File: src/rtl/count_display_pkg.sv
// count_display_pkg: shared types and constants for the count display driver
package count_display_pkg;
  localparam int BCD_W      = 4;
  localparam int NUM_DIGITS = 3;
  localparam int ITERS      = 8;
  typedef enum logic [1:0] {IDLE, CONVERT, LATCH} state_t;
  localparam logic [6:0] SEG_0     = 7'b1000000;
  localparam logic [6:0] SEG_1     = 7'b1111001;
  localparam logic [6:0] SEG_2     = 7'b0100100;
  localparam logic [6:0] SEG_3     = 7'b0110000;
  localparam logic [6:0] SEG_4     = 7'b0011001;
  localparam logic [6:0] SEG_5     = 7'b0010010;
  localparam logic [6:0] SEG_6     = 7'b0000010;
  localparam logic [6:0] SEG_7     = 7'b1111000;
  localparam logic [6:0] SEG_8     = 7'b0000000;
  localparam logic [6:0] SEG_9     = 7'b0010000;
  localparam logic [6:0] SEG_BLANK = 7'b1111111;
  localparam logic [2:0] AN_0      = 3'b110;
  localparam logic [2:0] AN_1      = 3'b101;
  localparam logic [2:0] AN_2      = 3'b011;
  function automatic logic [BCD_W-1:0] add3(input logic [BCD_W-1:0] n);
    return (n >= 4'd5) ? n + 4'd3 : n;
  endfunction
endpackage

File: src/rtl/bcd_to_seg7.sv
// bcd_to_seg7: combinational BCD nibble to active-low {g,f,e,d,c,b,a} decoder
module bcd_to_seg7
  import count_display_pkg::*;
(
  input  logic [BCD_W-1:0] i_bcd,
  output logic [6:0]       o_seg
);
  // Values above 9 cannot come from a valid conversion and show as dark
  always_comb begin
    o_seg = SEG_BLANK;
    case (i_bcd)
      4'd0: o_seg = SEG_0;
      4'd1: o_seg = SEG_1;
      4'd2: o_seg = SEG_2;
      4'd3: o_seg = SEG_3;
      4'd4: o_seg = SEG_4;
      4'd5: o_seg = SEG_5;
      4'd6: o_seg = SEG_6;
      4'd7: o_seg = SEG_7;
      4'd8: o_seg = SEG_8;
      4'd9: o_seg = SEG_9;
      default: o_seg = SEG_BLANK;
    endcase
  end
endmodule

File: src/rtl/count_display_driver.sv
// count_display_driver: double-dabble BCD conversion of Count driving a 3-digit muxed common-anode display; COUNT_DISPLAY_LZ_BLANK_EN enables leading-zero blanking
module count_display_driver
  import count_display_pkg::*;
#(
  parameter int REFRESH_DIV = 100000,
  parameter int CNT_W       = 8
) (
  input  logic                        CLK,
  input  logic                        RST,
  input  logic [CNT_W-1:0]            Count,
  input  logic                        Load,
  output logic                        Busy,
  output logic                        Done,
  output logic [NUM_DIGITS*BCD_W-1:0] Digits,
  output logic [6:0]                  Seg,
  output logic [2:0]                  Anode
);
  localparam int RW = $clog2(REFRESH_DIV);
  localparam int DW = NUM_DIGITS * BCD_W;
  state_t                r_state;
  state_t                w_state_nxt;
  logic [CNT_W-1:0]      r_shift;
  logic [DW-1:0]         r_bcd;
  logic [DW-1:0]         w_adj;
  logic [2:0]            r_iter;
  logic                  r_done;
  logic [DW-1:0]         r_digits;
  logic [DW-1:0]         w_digits_nxt;
  logic [RW-1:0]         r_ref;
  logic                  w_wrap;
  logic [1:0]            r_idx;
  logic [1:0]            w_idx_nxt;
  logic [BCD_W-1:0]      w_nib;
  logic [6:0]            w_seg_raw;
  logic                  w_blank;
  logic [6:0]            r_seg;
  logic [2:0]            r_anode;

  assign Busy   = r_state != IDLE;
  assign Done   = r_done;
  assign Digits = r_digits;
  assign Seg    = r_seg;
  assign Anode  = r_anode;

  // Next-state logic: Load only matters in IDLE, so loads during CONVERT/LATCH are dropped
  always_comb begin
    w_state_nxt = r_state;
    case (r_state)
      IDLE:    w_state_nxt = Load ? CONVERT : IDLE;
      CONVERT: w_state_nxt = (r_iter == 3'(ITERS - 1)) ? LATCH : CONVERT;
      LATCH:   w_state_nxt = IDLE;
      default: w_state_nxt = IDLE;
    endcase
  end

  // State register
  always_ff @(posedge CLK or negedge RST) begin
    if (!RST) r_state <= IDLE;
    else      r_state <= w_state_nxt;
  end

  assign w_adj = {add3(r_bcd[11:8]), add3(r_bcd[7:4]), add3(r_bcd[3:0])};

  // Conversion datapath: one add-3-then-shift step per clock, digits published only at LATCH
  always_ff @(posedge CLK or negedge RST) begin
    if (!RST) begin
      r_shift  <= '0;
      r_bcd    <= '0;
      r_iter   <= '0;
      r_done   <= 1'b0;
      r_digits <= '0;
    end else begin
      r_done <= 1'b0;
      case (r_state)
        IDLE: if (Load) begin
          r_shift <= Count;
          r_bcd   <= '0;
          r_iter  <= '0;
        end
        CONVERT: begin
          {r_bcd, r_shift} <= {w_adj, r_shift} << 1;
          r_iter           <= r_iter + 3'd1;
        end
        LATCH: begin
          r_digits <= r_bcd;
          r_done   <= 1'b1;
        end
        default: ;
      endcase
    end
  end

  // Seg/Anode are registered from next-cycle index and digits so they always match Digits and each other
  always_comb begin
    w_wrap       = r_ref == RW'(REFRESH_DIV - 1);
    w_idx_nxt    = w_wrap ? ((r_idx == 2'd2) ? 2'd0 : r_idx + 2'd1) : r_idx;
    w_digits_nxt = (r_state == LATCH) ? r_bcd : r_digits;
    w_nib        = (w_idx_nxt == 2'd0) ? w_digits_nxt[3:0] :
                   (w_idx_nxt == 2'd1) ? w_digits_nxt[7:4] : w_digits_nxt[11:8];
`ifdef COUNT_DISPLAY_LZ_BLANK_EN
    w_blank      = ((w_idx_nxt == 2'd2) && (w_digits_nxt[11:8] == 4'd0)) ||
                   ((w_idx_nxt == 2'd1) && (w_digits_nxt[11:4] == 8'd0));
`else
    w_blank      = 1'b0;
`endif
  end

  bcd_to_seg7 u_dec (
    .i_bcd (w_nib),
    .o_seg (w_seg_raw)
  );

  // Refresh scan: free-running divider steps the digit index; units digit shown at reset
  always_ff @(posedge CLK or negedge RST) begin
    if (!RST) begin
      r_ref   <= '0;
      r_idx   <= 2'd0;
      r_seg   <= SEG_0;
      r_anode <= AN_0;
    end else begin
      r_ref   <= w_wrap ? '0 : r_ref + RW'(1);
      r_idx   <= w_idx_nxt;
      r_seg   <= w_blank ? SEG_BLANK : w_seg_raw;
      r_anode <= (w_idx_nxt == 2'd0) ? AN_0 : (w_idx_nxt == 2'd1) ? AN_1 : AN_2;
    end
  end
endmodule

File: config.mk
export PLATFORM = sky130hd
export DESIGN_NAME = count_display_driver
export DESIGN_NICKNAME = d
export VERILOG_FILES = /design/src/rtl/count_display_pkg.sv /design/src/rtl/bcd_to_seg7.sv /design/src/rtl/count_display_driver.sv
export SDC_FILE = /design/constraint.sdc
export NUM_CORES = 1
export LEC_CHECK = 0
export CELL_PAD_IN_SITES_DETAIL_PLACEMENT = 1
export CELL_PAD_IN_SITES_GLOBAL_PLACEMENT = 1
export CORE_MARGIN = 5
export CORE_UTILIZATION = 45
export DETAILED_ROUTE_END_ITERATION = 10
export PLACE_DENSITY_LB_ADDON = 0.1
export SYNTH_ARGS = -nofsm -noshare
export SYNTH_HDL_FRONTEND = slang
export SYNTH_HIERARCHICAL = 1
export SYNTH_SLANG_ARGS = --single-unit
File: constraint.sdc
create_clock -name CLK -period 7.1 [get_ports CLK]
set_input_delay 1.42 -clock CLK [delete_from_list [all_inputs] [get_ports CLK]]
set_output_delay 1.42 -clock CLK [all_outputs]
set_load 0.02 [all_outputs]
Word-level counts from Yosys, hierarchy flattened
Memory sizes are Yosys's and may differ from the RTL's. A register that Yosys moved wholly into a read port is not among the register bits.
Index checks and enable logic that the tools add are counted.
{ "totals": {"reg_bits": 60, "word_cells": 53, "n_memories": 1, "out_inout_bits": 24, "mem_bits_ro": 112, "in_bits": 11} }
{ "memory_table": {"columns": ["memory", "depth", "word_bits", "read_ports", "rd_clocked_by_memory_dff", "write_ports", "line", "source"], "rows": [
  ["(no name shown)", 16, 7, 1, 1, 0, "bcd_to_seg7.sv:11", "case (i_bcd)"]
]} }
{ "op_classes": {"muxes": 21, "order_cmp": 3, "n_reduce_logical": 6, "n_eq_ne": 7, "addsub": 6} }
{ "ops": {"columns": ["cell", "count"], "rows": [
  ["12-bit two-way mux", 2],
  ["12-bit case mux with 2 select lines", 1],
  ["17-bit by 1-bit adder with 17-bit output, second input constant", 1],
  ["17-bit equality test, second input constant", 1],
  ["17-bit two-way mux", 1],
  ["4-bit two-way mux", 4],
  ["8-bit case mux with 2 select lines", 1],
  ["4-bit by 3-bit greater-or-equal comparator with 1-bit output, second input constant", 3],
  ["3-bit two-way mux", 4],
  ["4-bit by 2-bit adder with 4-bit output, second input constant", 2],
  ["8-bit two-way mux", 1],
  ["2-bit two-way mux", 3],
  ["3-bit case mux with 2 select lines", 1],
  ["2-bit by 1-bit equality test with 1-bit output, second input constant", 2],
  ["2-bit equality test, second input constant", 2],
  ["2-bit logical NOT", 2],
  ["2-bit case mux with 2 select lines", 1],
  ["2-bit nonzero test", 2],
  ["3-bit by 1-bit adder with 3-bit output, second input constant", 1],
  ["3-bit by 2-bit adder with 3-bit output, second input constant", 1],
  ["3-bit equality test, second input constant", 1],
  ["2-bit by 1-bit adder with 2-bit output, second input constant", 1],
  ["1-bit two-way mux", 2],
  ["2-bit inequality test, second input constant", 1],
  ["2 further kinds", 2]
]} }

Depth between registers and ports, before layout
Gate-level depths: netlist (run 1).
{ "logic_depth": {"depth_word": 6, "depth_mapped": 12, "mapped_depth_nobuf": 10} }

By module
Netlist (run 1), hierarchy kept.
{ "modules_own_cells": {"columns": ["module", "cells_per_inst", "n_inst", "area_each_um2"], "rows": [
  ["count_display_driver", 319, 1, 3331.9],
  ["bcd_to_seg7", 33, 1, 210.2]
]} }

Worst setup path after synthesis (run 1)
No wires, ideal clock.
{ "synth_timing": {"path_type": "reg2reg", "from": "register r_ref[13]", "to": "register r_seg[3] (netlist: Seg[3])", "path_stages_with_launch": 11, "period_less_slack_ns": 2.966, "arrival_ns": 2.836, "required_time_ns": 6.970, "setup_slack_ns": 4.134, "cell_sequence": "dfrtp_1 -> or4b_4 -> nor4_4 -> buf_6 -> a21oi_1 -> nor3_1 -> inv_1 -> ha_1 -> or2_1 -> a21oi_2 -> a31oi_1"} }
{ "synth_via": {"elab_chain_cells": 5} }
{ "synth_lines": {"columns": ["item", "line", "source"], "rows": [
  ["start, declared", "count_display_driver.sv:29", "logic [RW-1:0] r_ref;"],
  ["start signal, assigned", "count_display_driver.sv:121", "r_ref <= w_wrap ? '0 : r_ref + RW'(1);"],
  ["17-bit equality test *", "count_display_driver.sv:95", "w_wrap = r_ref == RW'(REFRESH_DIV - 1);"],
  ["2-bit two-way mux *", "count_display_driver.sv:96", "w_idx_nxt = w_wrap ? ((r_idx == 2'd2) ? 2'd0 : r_idx + 2'd1) : r_idx;"],
  ["2-bit by 1-bit equality test with 1-bit output", "count_display_driver.sv:99", "(w_idx_nxt == 2'd1) ? w_digits_nxt[7:4] : w_digits_nxt[11:8];"],
  ["4-bit two-way mux", "count_display_driver.sv:99", null],
  ["4-bit two-way mux *", "count_display_driver.sv:98", "w_nib = (w_idx_nxt == 2'd0) ? w_digits_nxt[3:0] :"],
  ["net w_nib[1]", "count_display_driver.sv:33", "logic [BCD_W-1:0] w_nib;"],
  ["end, declared", "count_display_driver.sv:36", "logic [6:0] r_seg;"]
]} }
Mark *: on every way through the listed nets, which the timed path passes. The rest lies on a longest branch.
A chain may end at the register's enable or synchronous reset.

Worst setup path after layout (run 1)
{ "layout_timing": {"from": "register r_state[1]", "to": "output Busy"} }
{ "layout_via": {"elab_chain_cells": 1} }
{ "layout_lines": {"columns": ["item", "line", "source"], "rows": [
  ["start, declared", "count_display_driver.sv:20", "state_t r_state;"],
  ["start signal, assigned", "count_display_driver.sv:59", "else r_state <= w_state_nxt;"],
  ["2-bit nonzero test", "count_display_driver.sv:39", "assign Busy = r_state != IDLE;"],
  ["end, declared", "count_display_driver.sv:12", "output logic Busy,"]
]} }
Every way passes these cells.

==> summary.txt, run 1 <==
Logic synthesis
  • Synth unique cells: 43
  • Yosys top cell area share: 45.2%
  • Dominant cells by area after synthesis: sky130_fd_sc_hd__dfrtp_1 (45%), sky130_fd_sc_hd__o211ai_1 (5.1%), sky130_fd_sc_hd__ha_1 (4.9%)
  • Top-count cell post-synth: sky130_fd_sc_hd__dfrtp_1
  • Flop and latch count out of synthesis: 67
  • Most frequent cells after synthesis: sky130_fd_sc_hd__dfrtp_1 (64), sky130_fd_sc_hd__o21ai_0 (31), sky130_fd_sc_hd__inv_1 (25)
  • Mapped cell area: 3540 sq um
  • Mean instance size in the synthesized netlist: 10.1 sq um
  • Share of synthesized registers carrying an async set or reset: 100%
  • Sequential fraction of the synthesis area: 47.4%
  • Number of warnings reported in the yosys synthesis log: 6
  • Largest area contributor in the netlist: sky130_fd_sc_hd__dfrtp_1
  • Commonest register cell after synthesis: sky130_fd_sc_hd__dfrtp_1
  • Synthesized netlist net count: 377
  • Number of instances in the synthesized netlist: 352
  • EDFF count, synth: 0

Worst setup path
  • Origin of the critical flop-to-flop path: r_state[1]
  • Critical path cell sequence: or2_2 -> clkdlybuf4s50_1
  • Count of cells along the worst register-to-register path: 8
  • Setup slack of the worst register-to-register path: 3.79 ns
  • Gate family responsible for the most delay along the worst path: flip-flops
  • Number of buffer and inverter instances along the worst setup path: 1
  • Worst setup SP type: flip-flop
  • Capture point of the worst reg-to-reg path: Seg[3]
  • Max Fanout on Critical Path: 28
  • WS Path Type: flip-flop to primary output
  • Stage delay of the slowest cell on the critical path: 0.89 ns
  • Worst-path cell with the longest stage delay: sky130_fd_sc_hd__dfrtp_1
  • Arrival time reported for the critical path endpoint: 2.06 ns
  • Endpoint kind of the worst setup timing path: primary output
  • Required time of the critical path: 5.68 ns

STA
  • Setup Viol. Count Final: 0
  • Final critical-path setup slack: 3.62 ns
  • Final hold violation count: 0
  • Fin crit period: 3.48 ns
  • Number of pins exceeding their max-slew limit in the final report: 0
  • Headroom to the max-slew limit: 19.1%
  • Worst hold slack: 0.478 ns
  • Actual transition at the worst max-transition pin: 1.21 ns
  • Worst Skew: 0.00813 ns
  • Setup TNS: 0 ns
  • RSZ-0062 raised after global routing: false
  • Final period util: 49.0%
  • Achievable frequency: 287 MHz

Run status
  • Result of the run: completed

Final layout
  • Inserted Diodes: 0
  • Proportion of layout cells with a drive suffix above 1: 8.07%
  • Signed area change from the synthesized netlist to the final layout: 17.0%
  • Net count reported at finish: 405

Drt
  • Residual antenna-violating net count after detailed routing: 0
  • DRC violations left: 0
  • Number of DRC markers after the initial detailed-route iteration: 74
  • Length of the first detailed-routing pass in iterations: 4
  • Final wirelength: 7960 microns
  • Number of vias per cell after detailed routing: 5.53
  • Wirelength per Cell: 16.4 microns
  • Via count: 2688

Clock tree
  • Cts repair resizes: 0
  • Number of sinks on the clock net: 67
  • TritonCTS buffer count: 9
  • CTS H-tree lvls: 3
  • Worst-Skew Late Latency: 0.34 ns
  • Clock root cell: sky130_fd_sc_hd__clkbuf_8
  • Max Buffers Root-to-Sink: 2
  • Hold_buf cts: 0
  • CTS tree: yes
  • Buffers inserted during post-CTS setup optimization: 0
  • CTS clk-pin slew, worst paths: 0.07 ns

Floorplanning
  • Core Area: 7690 sq um
  • Area of the die: 9750 sq um
  • Number of primary I/O pins: 35
  • Initial standard-cell utilization of the core: 46.1%
  • Row count: 32
  • Vertical extent of the die: 98.7 microns
  • Die width: 98.7 microns

Global routing
  • Highest-utilization routing layer at the global route stage: met2
  • Largest net degree at the start of global routing: 68
  • Via count of the first global-routing pass: 2764
  • Met1 usage in global routing: 23.5%
  • First-pass GRT wire length: 13800 microns
  • Met3 track demand over resource in global routing: 4.46%
  • Global route total overflow: 0
  • Global-route total usage across every layer: 17.2%
  • Fraction of met2 tracks used by global routing: 27.1%
  • Antenna violations before repair: 0

Placement
  • Placer's final routability congestion estimate: 0.773
  • Total of buffers placed on input and output ports: 34
  • Setup Slack @ Placement: 3.84 ns
  • Hpwl dp: 5440 microns

Power and ir drop
  • Total power draw: 1.52 mW
  • Power density over the cells: 366 nW/um^2
  • Leak Pwr: 1.73 nW
  • Worst IR Drop VDD: 0.000175 V

Hold path
  • Hold path cells: 1
  • Hold Path Sink: r_iter[0]
  • Worst min-delay path category: flip-flop to flip-flop
  • Worst hold start: r_iter[0]

Job
  • Max-cap violations: 0
per-stage QoR:
step | area, sq um | instances | util (%)
2_1_floorplan | 3540 | 352 | -
3_3_place_gp | 3930 | 471 | 51.1
3_5_place_dp | 3930 | 471 | 51.1
4_1_cts | 4140 | 486 | 53.9
5_1_grt | 4140 | 486 | 53.9
6_report | 4140 | 486 | 53.9
power by group:
part	switching [mW]	internal, mW	total [mW]
clock	0.141	0.199	0.341
sequential	0.0994	0.488	0.587
combinational	0.317	0.270	0.587
cells in the final DEF, fill, tap and decap left out, types with 8 or more instances in the layout:
master and n:
sky130_fd_sc_hd__o21ai_0 31, sky130_fd_sc_hd__nor2_1 20, sky130_fd_sc_hd__ha_1 14, sky130_fd_sc_hd__nand2b_1 10, sky130_fd_sc_hd__clkdlybuf4s50_1 33, sky130_fd_sc_hd__mux2i_1 8, sky130_fd_sc_hd__nor2b_1 12, sky130_fd_sc_hd__xnor2_1 9
sky130_fd_sc_hd__nand2_1 9, sky130_fd_sc_hd__clkbuf_8 13, sky130_fd_sc_hd__xor2_1 11, sky130_fd_sc_hd__nand3b_1 12, sky130_fd_sc_hd__dfrtp_1 64, sky130_fd_sc_hd__a21oi_1 19, sky130_fd_sc_hd__inv_1 25, sky130_fd_sc_hd__o211ai_1 24
cell type report:
| class | instances | area [sq um] |
|---|---|---|
| inverters | 25 | 93.8 |
| repair buffers | 36 | 350 |
| clock inverters | 1 | 30.0 |
| clock buffers | 14 | 183 |
| well taps | 102 | 128 |
| fillers | 846 | 3540 |
| flip-flops and latches | 67 | 1680 |
| multi-input cells | 241 | 1680 |
worst max-delay path by stage:
stage	start	endpoint	slack (ns)	cells after the start
final	r_state[1]	Busy	3.62	2
after global routing	r_state[1]	Seg[1]	3.44	8
after CTS	r_state[1]	Busy	3.60	2
after detailed placement	r_state[1]	Seg[3]	3.84	8
after global placement	r_ref[13]	Seg[3]	3.90	10
after floorplan	r_ref[13]	Seg[3]	4.13	10
metal layers:
metal,up-vias,share of wire [%]
li1,1307,-
met1,1324,47
met2,47,48
met3,10,3.3
met4,0,1.0
met5,-,0
flip-flops by register name (all words and copies together), names as in the netlist:
register and flops:
r_idx 2, r_shift 8, r_ref 17, Seg 7, Digits 12, Done 1, r_state 2, r_bcd 12
r_iter 3, Anode 3
cells by family after synthesis:
kind of cell             after synthesis  synth area share [%]
adder cells (fa/ha/maj)               14                  4.95
multiplexers                          11                  3.21
XOR/XNOR                              20                  4.95
AO/OA/AOI/OAI                        101                  18.2
flip-flops                            67                  47.4
buffers and inverters                 44                  5.23
AND/OR/NAND/NOR                       95                  16.1
(Power assumes the default switching activity.)
==> inputs of run 2 (changes only) <==
--- a/config.mk
+++ b/config.mk
@@ -8,7 +8,7 @@
 export CELL_PAD_IN_SITES_DETAIL_PLACEMENT = 1
 export CELL_PAD_IN_SITES_GLOBAL_PLACEMENT = 1
 export CORE_MARGIN = 5
-export CORE_UTILIZATION = 45
+export CORE_UTILIZATION = 40
 export DETAILED_ROUTE_END_ITERATION = 10
 export PLACE_DENSITY_LB_ADDON = 0.1
 export SYNTH_ARGS = -nofsm -noshare
==> constraint.sdc (replaced) <==
create_clock -name CLK -period 2.85 [get_ports CLK]
set_input_delay 0.57 -clock CLK [delete_from_list [all_inputs] [get_ports CLK]]
set_output_delay 0.57 -clock CLK [all_outputs]
set_load 0.02 [all_outputs]
==> run 2 against run 1 <==
  * Sequential share of layout area shrank 1.6 points
  * Via count grew 2.2%
  * Core utilization shrank 4.2 points
  * Combinational power grew to 2.7 times the previous value
  * Wire length grew 6.9%
  * Global-route usage shrank 0.54 points
  * Clock-buffer cell count is the same
  * Non-clock buffer count grew 18
  * First-iteration DRC count shrank 8.1%
  * Register-to-register slack lost 3.7 ns
  * Largest power group is now combinational cells
  * Highest routed layer unchanged
==> summary.txt, run 2 (synthesized netlist as in run 1, its figures left out) <==
Global routing
  • First-pass GRT wire length: 14800 microns (+7.5%)
  • Global-route total usage across every layer: 16.6% (-0.54 points)
  • Antenna violations before repair: 0 (unchanged)
  • Global route total overflow: 0 (unchanged)
  • Largest net degree at the start of global routing: 44 (-35%)
  • Via count of the first global-routing pass: 2935 (+6.2%)

Drt
  • Final wirelength: 8520 microns (+6.9%)
  • Number of vias per cell after detailed routing: 5.38 (-2.8%)
  • DRC violations left: 0 (unchanged)
  • Via count: 2747 (+2.2%)
  • Residual antenna-violating net count after detailed routing: 0 (unchanged)
  • Number of DRC markers after the initial detailed-route iteration: 68 (-8.1%)
  • Length of the first detailed-routing pass in iterations: 4 (unchanged)
  • Wirelength per Cell: 16.7 microns (+1.7%)

Floorplanning
  • Die width: 104 microns (+5.4%)
  • Area of the die: 10800 sq um (+11%)
  • Initial standard-cell utilization of the core: 40.8% (-5.3 points)
  • Vertical extent of the die: 104 microns (+5.4%)
  • Number of primary I/O pins: 35 (unchanged)
  • Row count: 34 (+6.3%)
  • Core Area: 8680 sq um (+13%)

Power and ir drop
  • Switching share of power: 37.2% (+0.31 points)
  • Leak Pwr: 1.83 nW (+5.6%)
  • Worst IR Drop VDD: 0.000421 V (+140%)
  • Clk pwr share: 20.7% (-1.8 points)
  • Power density over the cells: 875 nW/um^2 (+140%)
  • Logic pwr share: 41.6% (+2.8 points)
  • Int Power: 2.38 mW (+150%)
  • Total net switching power: 1.40 mW (+150%)
  • Total power draw: 3.78 mW (+150%)
  • Seq pwr share: 37.6% (-1.2 points)

STA
  • Setup TNS: 0 ns (unchanged)
  • Headroom to the max-slew limit: 59.5% (+40 points)
  • Worst Skew: 0.0102 ns (+0.00205 ns)
  • Achievable frequency: 366 MHz
  • RSZ-0062 raised after global routing: false
  • Final period util: 95.9%
  • Actual transition at the worst max-transition pin: 0.607 ns (-0.600 ns)
  • Number of pins exceeding their max-slew limit in the final report: 0 (unchanged)
  • Fin crit period: 2.73 ns
  • Worst hold slack: 0.223 ns (-0.255 ns)
  • Final hold violation count: 0 (unchanged)
  • Setup Viol. Count Final: 0 (unchanged)

Clock tree
  • Number of sinks on the clock net: 67 (unchanged)
  • Max Buffers Root-to-Sink: 2 (unchanged)
  • TritonCTS buffer count: 9 (unchanged)
  • CTS tree: yes
  • CTS clk-pin slew, worst paths: 0.08 ns (about the same)
  • Worst-Skew Late Latency: 0.35 ns (about the same)
  • Clock root cell: sky130_fd_sc_hd__clkbuf_8
  • CTS H-tree lvls: 3 (unchanged)

Worst setup path
  • Gate family responsible for the most delay along the worst path: simple AND/OR/NAND/NOR gates
  • Number of buffer and inverter instances along the worst setup path: 2 (+1)
  • WS Path Type: flip-flop to flip-flop
  • Max Fanout on Critical Path: 13 (-54%)
  • Worst setup SP type: flip-flop
  • Required time of the critical path: 3.07 ns (-2.61 ns)
  • Critical path cell sequence: or4b_4 -> nor4_4 -> buf_12 -> mux2i_2 -> nor3_2 -> buf_4 -> ha_1 -> or2_1 -> a21oi_2 -> a31oi_1
  • Endpoint kind of the worst setup timing path: flip-flop
  • Worst-path cell with the longest stage delay: sky130_fd_sc_hd__or4b_4
  • Stage delay of the slowest cell on the critical path: 0.55 ns (-0.34 ns)
  • Arrival time reported for the critical path endpoint: 2.95 ns (+0.89 ns)
  • Setup slack of the worst register-to-register path: 0.12 ns (-3.67 ns)

Final layout
  • Net count reported at finish: 423 (+4.4%)
  • Most common library cell in the layout ignoring fill and taps: sky130_fd_sc_hd__dfrtp_1
  • Inserted Diodes: 0 (unchanged)
  • Signed area change from the synthesized netlist to the final layout: 21.9%
  • Most flop-heavy register: r_ref
  • Non-filler cells in the finished layout: 511 (+5.1%)
  • Post-layout utilization of the core: 49.8% (-4.2 points)
  • Number of flip-flops in the largest register: 17 (unchanged)
  • Proportion of layout cells with a drive suffix above 1: 12.7% (+4.6 points)
  • Commonest cells after routing, fill and taps aside: sky130_fd_sc_hd__dfrtp_1 (64), sky130_fd_sc_hd__clkdlybuf4s50_1 (33), sky130_fd_sc_hd__o21ai_0 (31)
  • Filler cells: 987 (+17%)

Hold path
  • Worst min-delay path category: input port to asynchronous set/reset pin

Placement
  • Hpwl dp: 6060 microns (+11%)
  • Placer's final routability congestion estimate: 0.783 (+1.3%)
  • Total of buffers placed on input and output ports: 34 (unchanged)
  • Placed instance count: 493 (+4.7%)

Job
  • Max-cap violations: 0 (unchanged)

Run status
  • Result of the run: completed
[run 2: changes by cell type in the layout (fill, tap and decap cells not counted), moves of 2 or more]
cell                       previous run  this run
sky130_fd_sc_hd__clkbuf_1             1         4
sky130_fd_sc_hd__buf_4                2        17
sky130_fd_sc_hd__clkbuf_8            13        10
sky130_fd_sc_hd__buf_12               0         2
sky130_fd_sc_hd__nor3_1               4         2
sky130_fd_sc_hd__nor3_2               2         4
[run 2: power groups by stage]
stage | sequential, mW | combinational (mW) | clock [mW]
after floorplan | 1.50 | 0.941 | 0
after global placement | 1.44 | 1.54 | 0
after detailed placement | 1.44 | 1.59 | 0
after CTS | 1.43 | 1.60 | 0.811
after global routing | 1.46 | 1.77 | 0.865
final | 1.42 | 1.57 | 0.784
[run 2: worst paths after layout]
| path | from | endpoint | depth (start not counted) |
|---|---|---|---|
| setup / recovery | r_ref[12] | Seg[3] | 10 |
| setup reg to reg | r_ref[12] | Seg[3] | 10 |
| hold reg to reg | r_iter[0] | r_iter[0] | 1 |
| min in group CLK | r_iter[0] | r_iter[0] | 1 |
| hold / removal | RST | r_ref[12] | 1 |
| max in group asynchronous | RST | r_shift[1] | 2 |
[run 2: per-layer routing]
layer / GRT usage, % / part of all wire (%) / vias to the layer above
met4: 5.55 / 1.3 / 0
met3: 4.16 / 3.0 / 8
met2: 26.6 / 48 / 33
met1: 22.0 / 48 / 1367
met5: 0 / 0 / -
li1: - / - / 1339
[run 2: cell type report]
class / instances / area, sq um / share of cell area, %
inverters: 25 / 93.8 / 2.17
multi-input cells: 241 / 1690 / 39.2
well taps: 108 / 135 / 3.13
flip-flops and latches: 67 / 1680 / 38.9
repair buffers: 54 / 528 / 12.2
clock buffers: 14 / 153 / 3.54
clock inverters: 2 / 35.0 / 0.811
[run 2: repair_timing]
| item | 4_1_cts | 5_1_grt |
|---|---|---|
| buffers inserted | 0 | 1 |
| resized for setup | 0 | 3 |
| endpoints found under the hold margin | 0 | 0 |
| endpoints found under the setup margin | 0 | 4 |
| hold buffers | 0 | 0 |
[run 2: metrics by stage]
step                      area (sq um)  worst slack [ns]
after CTS                         4280            0.0909
after floorplan                   3550           0.00645
after global placement            4090             0.163
after detailed placement          4090             0.118
final                             4320             0.117
after global routing              4320            0.0236
